$ cat src/rtl/nes_scaler.sv
// rtl/nes_scaler.sv - cropped NES framebuffer to centred HDMI window scaler, 3-clk latency
module nes_scaler #(
    parameter int SRC_W    = 256,
    parameter int SRC_H    = 240,
    parameter int CROP_TOP = 8,
    parameter int CROP_BOT = 8,
    parameter int DST_W    = 1280,
    parameter int DST_H    = 720,
    parameter int WIN_W_43 = 960,
    parameter int WIN_W_87 = 940,
    parameter int PIX_BITS = 6,
    parameter int ABITS    = 16
) (
    input  logic                clk,
    input  logic                resetn,
    input  logic [10:0]         cx,
    input  logic [9:0]          cy,
    input  logic                aspect_8x7,
    input  logic                overlay,
    input  logic [14:0]         overlay_color,
    input  logic [23:0]         border_rgb,
    output logic [ABITS-1:0]    fb_addr,
    input  logic [PIX_BITS-1:0] fb_rdata,
    output logic [7:0]          overlay_x,
    output logic [7:0]          overlay_y,
    output logic [23:0]         rgb,
    output logic                active_out
);
    localparam int VIS_H = SRC_H - CROP_TOP - CROP_BOT;
    localparam int XW    = $clog2(DST_W) + 1;
    localparam int YW    = $clog2(DST_H) + 1;

    localparam logic [23:0] PALETTE [64] = '{
        24'h545454, 24'h001E74, 24'h081090, 24'h300088, 24'h440064, 24'h5C0030, 24'h540400, 24'h3C1800,
        24'h202A00, 24'h083A00, 24'h004000, 24'h003C00, 24'h00323C, 24'h000000, 24'h000000, 24'h000000,
        24'h989698, 24'h084CC4, 24'h3032EC, 24'h5C1EE4, 24'h8814B0, 24'hA01464, 24'h982220, 24'h783C00,
        24'h545A00, 24'h287200, 24'h087C00, 24'h007628, 24'h006678, 24'h000000, 24'h000000, 24'h000000,
        24'hECEEEC, 24'h4C9AEC, 24'h787CEC, 24'hB062EC, 24'hE454EC, 24'hEC58B4, 24'hEC6A64, 24'hD48820,
        24'hA0AA00, 24'h74C400, 24'h4CD020, 24'h38CC6C, 24'h38B4CC, 24'h3C3C3C, 24'h000000, 24'h000000,
        24'hECEEEC, 24'hA8CCEC, 24'hBCBCEC, 24'hD4B2EC, 24'hECAEEC, 24'hECAED4, 24'hECB4B0, 24'hE4C490,
        24'hCCD278, 24'hB4DE78, 24'hA8E290, 24'h98E2B4, 24'hA0D6E4, 24'hA0A2A0, 24'h000000, 24'h000000
    };

    logic [XW-1:0] r_win_w;
    logic [XW-1:0] r_xcnt;
    logic [YW-1:0] r_ycnt;
    logic [7:0]    r_xx;
    logic [7:0]    r_yy;
    logic          r_active_d1;
    logic          r_active_d2;

    logic          w_frame_start;
    logic [XW-1:0] w_win_w;
    logic [XW-1:0] w_xstart;
    logic [XW-1:0] w_xend;
    logic          w_in_win;
    logic [XW-1:0] w_xsum;
    logic [YW-1:0] w_ysum;
    logic [XW-1:0] w_xcnt_n;
    logic [YW-1:0] w_ycnt_n;
    logic [7:0]    w_xx_n;
    logic [7:0]    w_yy_n;

    // Aspect is only taken at the frame origin so a frame never mixes window widths.
    assign w_frame_start = (cx == '0) && (cy == '0);
    assign w_win_w  = w_frame_start ? (aspect_8x7 ? XW'(WIN_W_87) : XW'(WIN_W_43)) : r_win_w;
    assign w_xstart = (XW'(DST_W) - w_win_w) >> 1;
    assign w_xend   = w_xstart + w_win_w;
    assign w_in_win = (XW'(cx) >= w_xstart) && (XW'(cx) < w_xend) && (YW'(cy) < YW'(DST_H));

    assign w_xsum = r_xcnt + XW'(SRC_W);
    assign w_ysum = r_ycnt + YW'(VIS_H);

    // r_xx holds the source column of the previous raster pixel; step it once per in-window pixel.
    always_comb begin
        w_xx_n   = r_xx;
        w_xcnt_n = r_xcnt;
        if (cx == '0) begin
            w_xx_n   = '0;
            w_xcnt_n = '0;
        end else if (r_active_d1) begin
            if (w_xsum >= r_win_w) begin
                w_xcnt_n = w_xsum - r_win_w;
                if (r_xx != 8'(SRC_W - 1))
                    w_xx_n = r_xx + 8'd1;
            end else begin
                w_xcnt_n = w_xsum;
            end
        end
    end

    always_comb begin
        w_yy_n   = r_yy;
        w_ycnt_n = r_ycnt;
        if (cy == '0) begin
            w_yy_n   = '0;
            w_ycnt_n = '0;
        end else if ((cx == '0) && (YW'(cy) < YW'(DST_H))) begin
            if (w_ysum >= YW'(DST_H)) begin
                w_ycnt_n = w_ysum - YW'(DST_H);
                if (r_yy != 8'(VIS_H - 1))
                    w_yy_n = r_yy + 8'd1;
            end else begin
                w_ycnt_n = w_ysum;
            end
        end
    end

    assign fb_addr   = ABITS'((32'(r_yy) + CROP_TOP) * SRC_W + 32'(r_xx));
    assign overlay_x = r_xx;
    assign overlay_y = r_yy;

    always_ff @(posedge clk or negedge resetn) begin
        if (!resetn) begin
            r_win_w     <= XW'(WIN_W_43);
            r_xx        <= '0;
            r_yy        <= '0;
            r_xcnt      <= '0;
            r_ycnt      <= '0;
            r_active_d1 <= 1'b0;
            r_active_d2 <= 1'b0;
            rgb         <= 24'h0;
            active_out  <= 1'b0;
        end else begin
            r_win_w     <= w_win_w;
            r_xx        <= w_xx_n;
            r_yy        <= w_yy_n;
            r_xcnt      <= w_xcnt_n;
            r_ycnt      <= w_ycnt_n;
            r_active_d1 <= w_in_win;
            r_active_d2 <= r_active_d1;
            active_out  <= r_active_d2;
            if (!r_active_d2)
                rgb <= border_rgb;
            else if (overlay)
                rgb <= {overlay_color[4:0], 3'b000, overlay_color[9:5], 3'b000,
                        overlay_color[14:10], 3'b000};
            else
                rgb <= PALETTE[fb_rdata];
        end
    end
endmodule

$ cat config.mk
export PLATFORM = sky130hd
export DESIGN_NAME = nes_scaler
export DESIGN_NICKNAME = d
export VERILOG_FILES = /design/src/rtl/nes_scaler.sv
export SDC_FILE = /design/constraint.sdc
export NUM_CORES = 1
export LEC_CHECK = 0
export ABC_CLOCK_PERIOD_IN_PS = 5800
export BUFFER_PORTS_ARGS = -buffer_cell sky130_fd_sc_hd__buf_2
export CORE_MARGIN = 1.5
export CORE_UTILIZATION = 50
export CTS_BUF_LIST = sky130_fd_sc_hd__clkbuf_8
export CTS_CLUSTER_SIZE = 28
export DETAILED_ROUTE_END_ITERATION = 16
export PLACE_DENSITY = 0.73
export SYNTH_ARGS = -nofsm -noshare
export SYNTH_HDL_FRONTEND = slang
export SYNTH_SLANG_ARGS = --single-unit
$ cat constraint.sdc
create_clock -name clk -period 5.8 [get_ports clk]
set_input_delay 0.87 -clock clk [delete_from_list [all_inputs] [get_ports clk]]
set_output_delay 0.87 -clock clk [all_outputs]
set_load 0.005 [all_outputs]
==> impl_metrics.json <==
{
  "routabilityCongestion": 0.893,
  "hold_viol_final": 0,
  "synth_edf_count": 0,
  "place_ws_ps": -72.1,
  "finalSetupTns_ps": 0,
  "yosysMostFrequentCell": "nor2_1",
  "cts_setup_buffers": 0,
  "drt_wl_total_mm": 18.6,
  "end_kind": "register",
  "startpoint_type": "input pin",
  "vdd_drop_max_mv": 0.134,
  "post-route-min-period_ps": 5520,
  "max-cap-violations": 0,
  "cts-root-buf": "clkbuf_8",
  "ys_seq_area_frac": 0.264,
  "cts.htree.levels": 3,
  "via_count": 6904,
  "path_max_fanout": 3,
  "ios": 127,
  "core_area_sq_mm": 0.0138,
  "hpwlAfterDp_mm": 13.3,
  "fmax_ghz": 0.181,
  "synth_ff_type": "dfrtp_1",
  "run_status": "finished clean",
  "cts_buffers": 9,
  "via_per_inst": 5.77,
  "num-nets-final": 1149,
  "dieArea_sq_mm": 0.0148,
  "cts_buffer_depth": 2,
  "worstHoldStart": "r_xcnt[11]",
  "synth.area.top_cells": "dfrtp_1, ha_1, a21oi_1",
  "r2r-start": "r_win_w[2]",
  "fin_cells": 1197,
  "die_h_microns": 122,
  "synthCells": 919,
  "hp-class": "reg -> reg",
  "antenna_found_initial": 0,
  "setup-violations-final": 0,
  "synthTopCellsByCount": "nor2_1, a21oi_1, nand2_1, dfrtp_1, o21ai_0",
  "drt_iter0_drc": 467,
  "grt_max_degree": 75,
  "fp.dieW_microns": 122,
  "finClkSkew_ps": 13.5,
  "use_met3": 0.0496,
  "initial_core_util": 0.509,
  "crit_required_ps": 6040,
  "grt_most_used_layer": "met2",
  "synth_area_sq_mm": 0.00704,
  "fin_crit_sh": 0.951,
  "area_growth_pct": 14.4,
  "drc": 0,
  "rows": 43,
  "async_reset_ff_frac": 1.00,
  "rsz0062_at_grt": "no",
  "crit_path_start": "cy[7]",
  "avgSynthCellArea_sq_um": 7.66,
  "cts_tree": "yes",
  "drt_pre_antenna_iters": 5,
  "cts_sinks": 74,
  "drive_gt1_frac": 0.201,
  "grt_pass1_vias": 6229,
  "slew_headroom": 0.268,
  "p_total_mw": 1.82,
  "tightest_slew_ps": 1100,
  "worst_slack_ps": 281,
  "power_density_mw_per_mm2": 226,
  "portBuffers": 126,
  "clk_pin_slew_ps": 70,
  "yosys_warnings": 0,
  "ys_ff_latch": 74,
  "grtUsageMet1": 0.337,
  "antenna_cells": 0,
  "drt.antenna.violating_nets": 0,
  "placed_cells": 1181,
  "overflow": 0,
  "grt_pass1_wl_mm": 30.0,
  "grt_usage": 0.252,
  "criticalPathCategory": "in -> reg",
  "synthDistinctLibCells": 65,
  "synthDominantCellAreaShare": 0.249,
  "grt_util_met2": 0.412,
  "clkLatencyLatePin_ps": 360,
  "cts_resized": 0,
  "maxSlewViolCount": 0,
  "arrival_ps": 5760,
  "yosysTopAreaCell": "dfrtp_1",
  "avgRoutedWirePerCell_microns": 15.5,
  "leakagePower_nw": 3.71,
  "syn_nets": 1056,
  "cts_hold_buf": 0
}
[placed cells by master, fill, tap and decap left out, types with 27 or more instances in the layout]
cell type / instances
buf_2: 125
nand3_1: 27
nor2_1: 92
nor3_1: 32
xnor2_1: 27
a21oi_1: 88
nand2_1: 77
inv_1: 57
dfrtp_1: 70
ha_1: 63
o21ai_0: 69
[per-stage QoR]
step | instance area [sq um] | hold WS [ps] | utilization
after CTS | 8060 | 529 | 0.583
after global routing | 8060 | 560 | 0.583
after global placement | 7830 | 509 | 0.566
after detailed placement | 7830 | 517 | 0.566
after floorplan | 7120 | 352 | -
final | 8060 | 531 | 0.583
[critical path: stages]
cell and delay (ps):
buf_2 110, or4_4 530, or4_4 500, or3_4 390
a211o_2 320, xnor2_1 120, and2_1 170, ha_1 200
or3_1 310, o221a_2 260, o21a_1 200, or2_4 250
ha_4 250, nand3_1 90, or4_1 510, o21ai_2 210
nor4b_2 220, a31oi_1 50, and3b_1 180
[cell type report]
class                   count  area [sq um]
multi-input cells         723          4740
fillers                  1325          5770
clock inverters             6          90.1
inverters                  57           214
repair buffers            147           791
well taps                 180           225
flip-flops and latches     74          1860
clock buffers              10           138
[metal layers]
layer / share of wire / wire length [microns] / up-vias
met5: 0 / 0 / -
met4: 0.022 / 401 / 0
met3: 0.056 / 1050 / 36
met2: 0.47 / 8800 / 235
met1: 0.45 / 8320 / 3163
li1: - / - / 3470
[power breakdown]
part	leakage, nW	switching (mW)	total [mW]	internal, mW
registers	0.861	0.0630	0.646	0.583
clock network	0.112	0.212	0.466	0.255
logic	2.74	0.408	0.710	0.303
[logic make-up after synthesis]
kind of cell / synth area share
DFF: 0.264
muxes: 0.0441
adders and majority gates: 0.120
buffers and inverters: 0.0709
xor gates and xnor gates: 0.0510
and+or+nand+nor: 0.217
AOI/OAI and AO/OA: 0.233
[state kept, by name, indices dropped and copies added (netlist names)]
name / cells
r_win_w: 12
rgb: 24
r_ycnt: 7
overlay_x: 8
r_xcnt: 12
overlay_y: 8
r_active_d1: 1
r_active_d2: 1
active_out: 1
[worst paths after layout]
| check | cells after the start | slack, ps | to |
|---|---|---|---|
| worst max-delay path | 19 | 280 | r_active_d1 |
| worst min-delay path | 2 | 530 | r_xcnt[11] |
| worst max register to register | 18 | 760 | r_active_d1 |
| worst min register to register | 2 | 530 | r_xcnt[11] |
| max in group asynchronous | 1 | 4530 | r_ycnt[7] |
| min in group asynchronous | 1 | 630 | r_win_w[3] |
No activity file was read; power rests on OpenSTA's default activity.
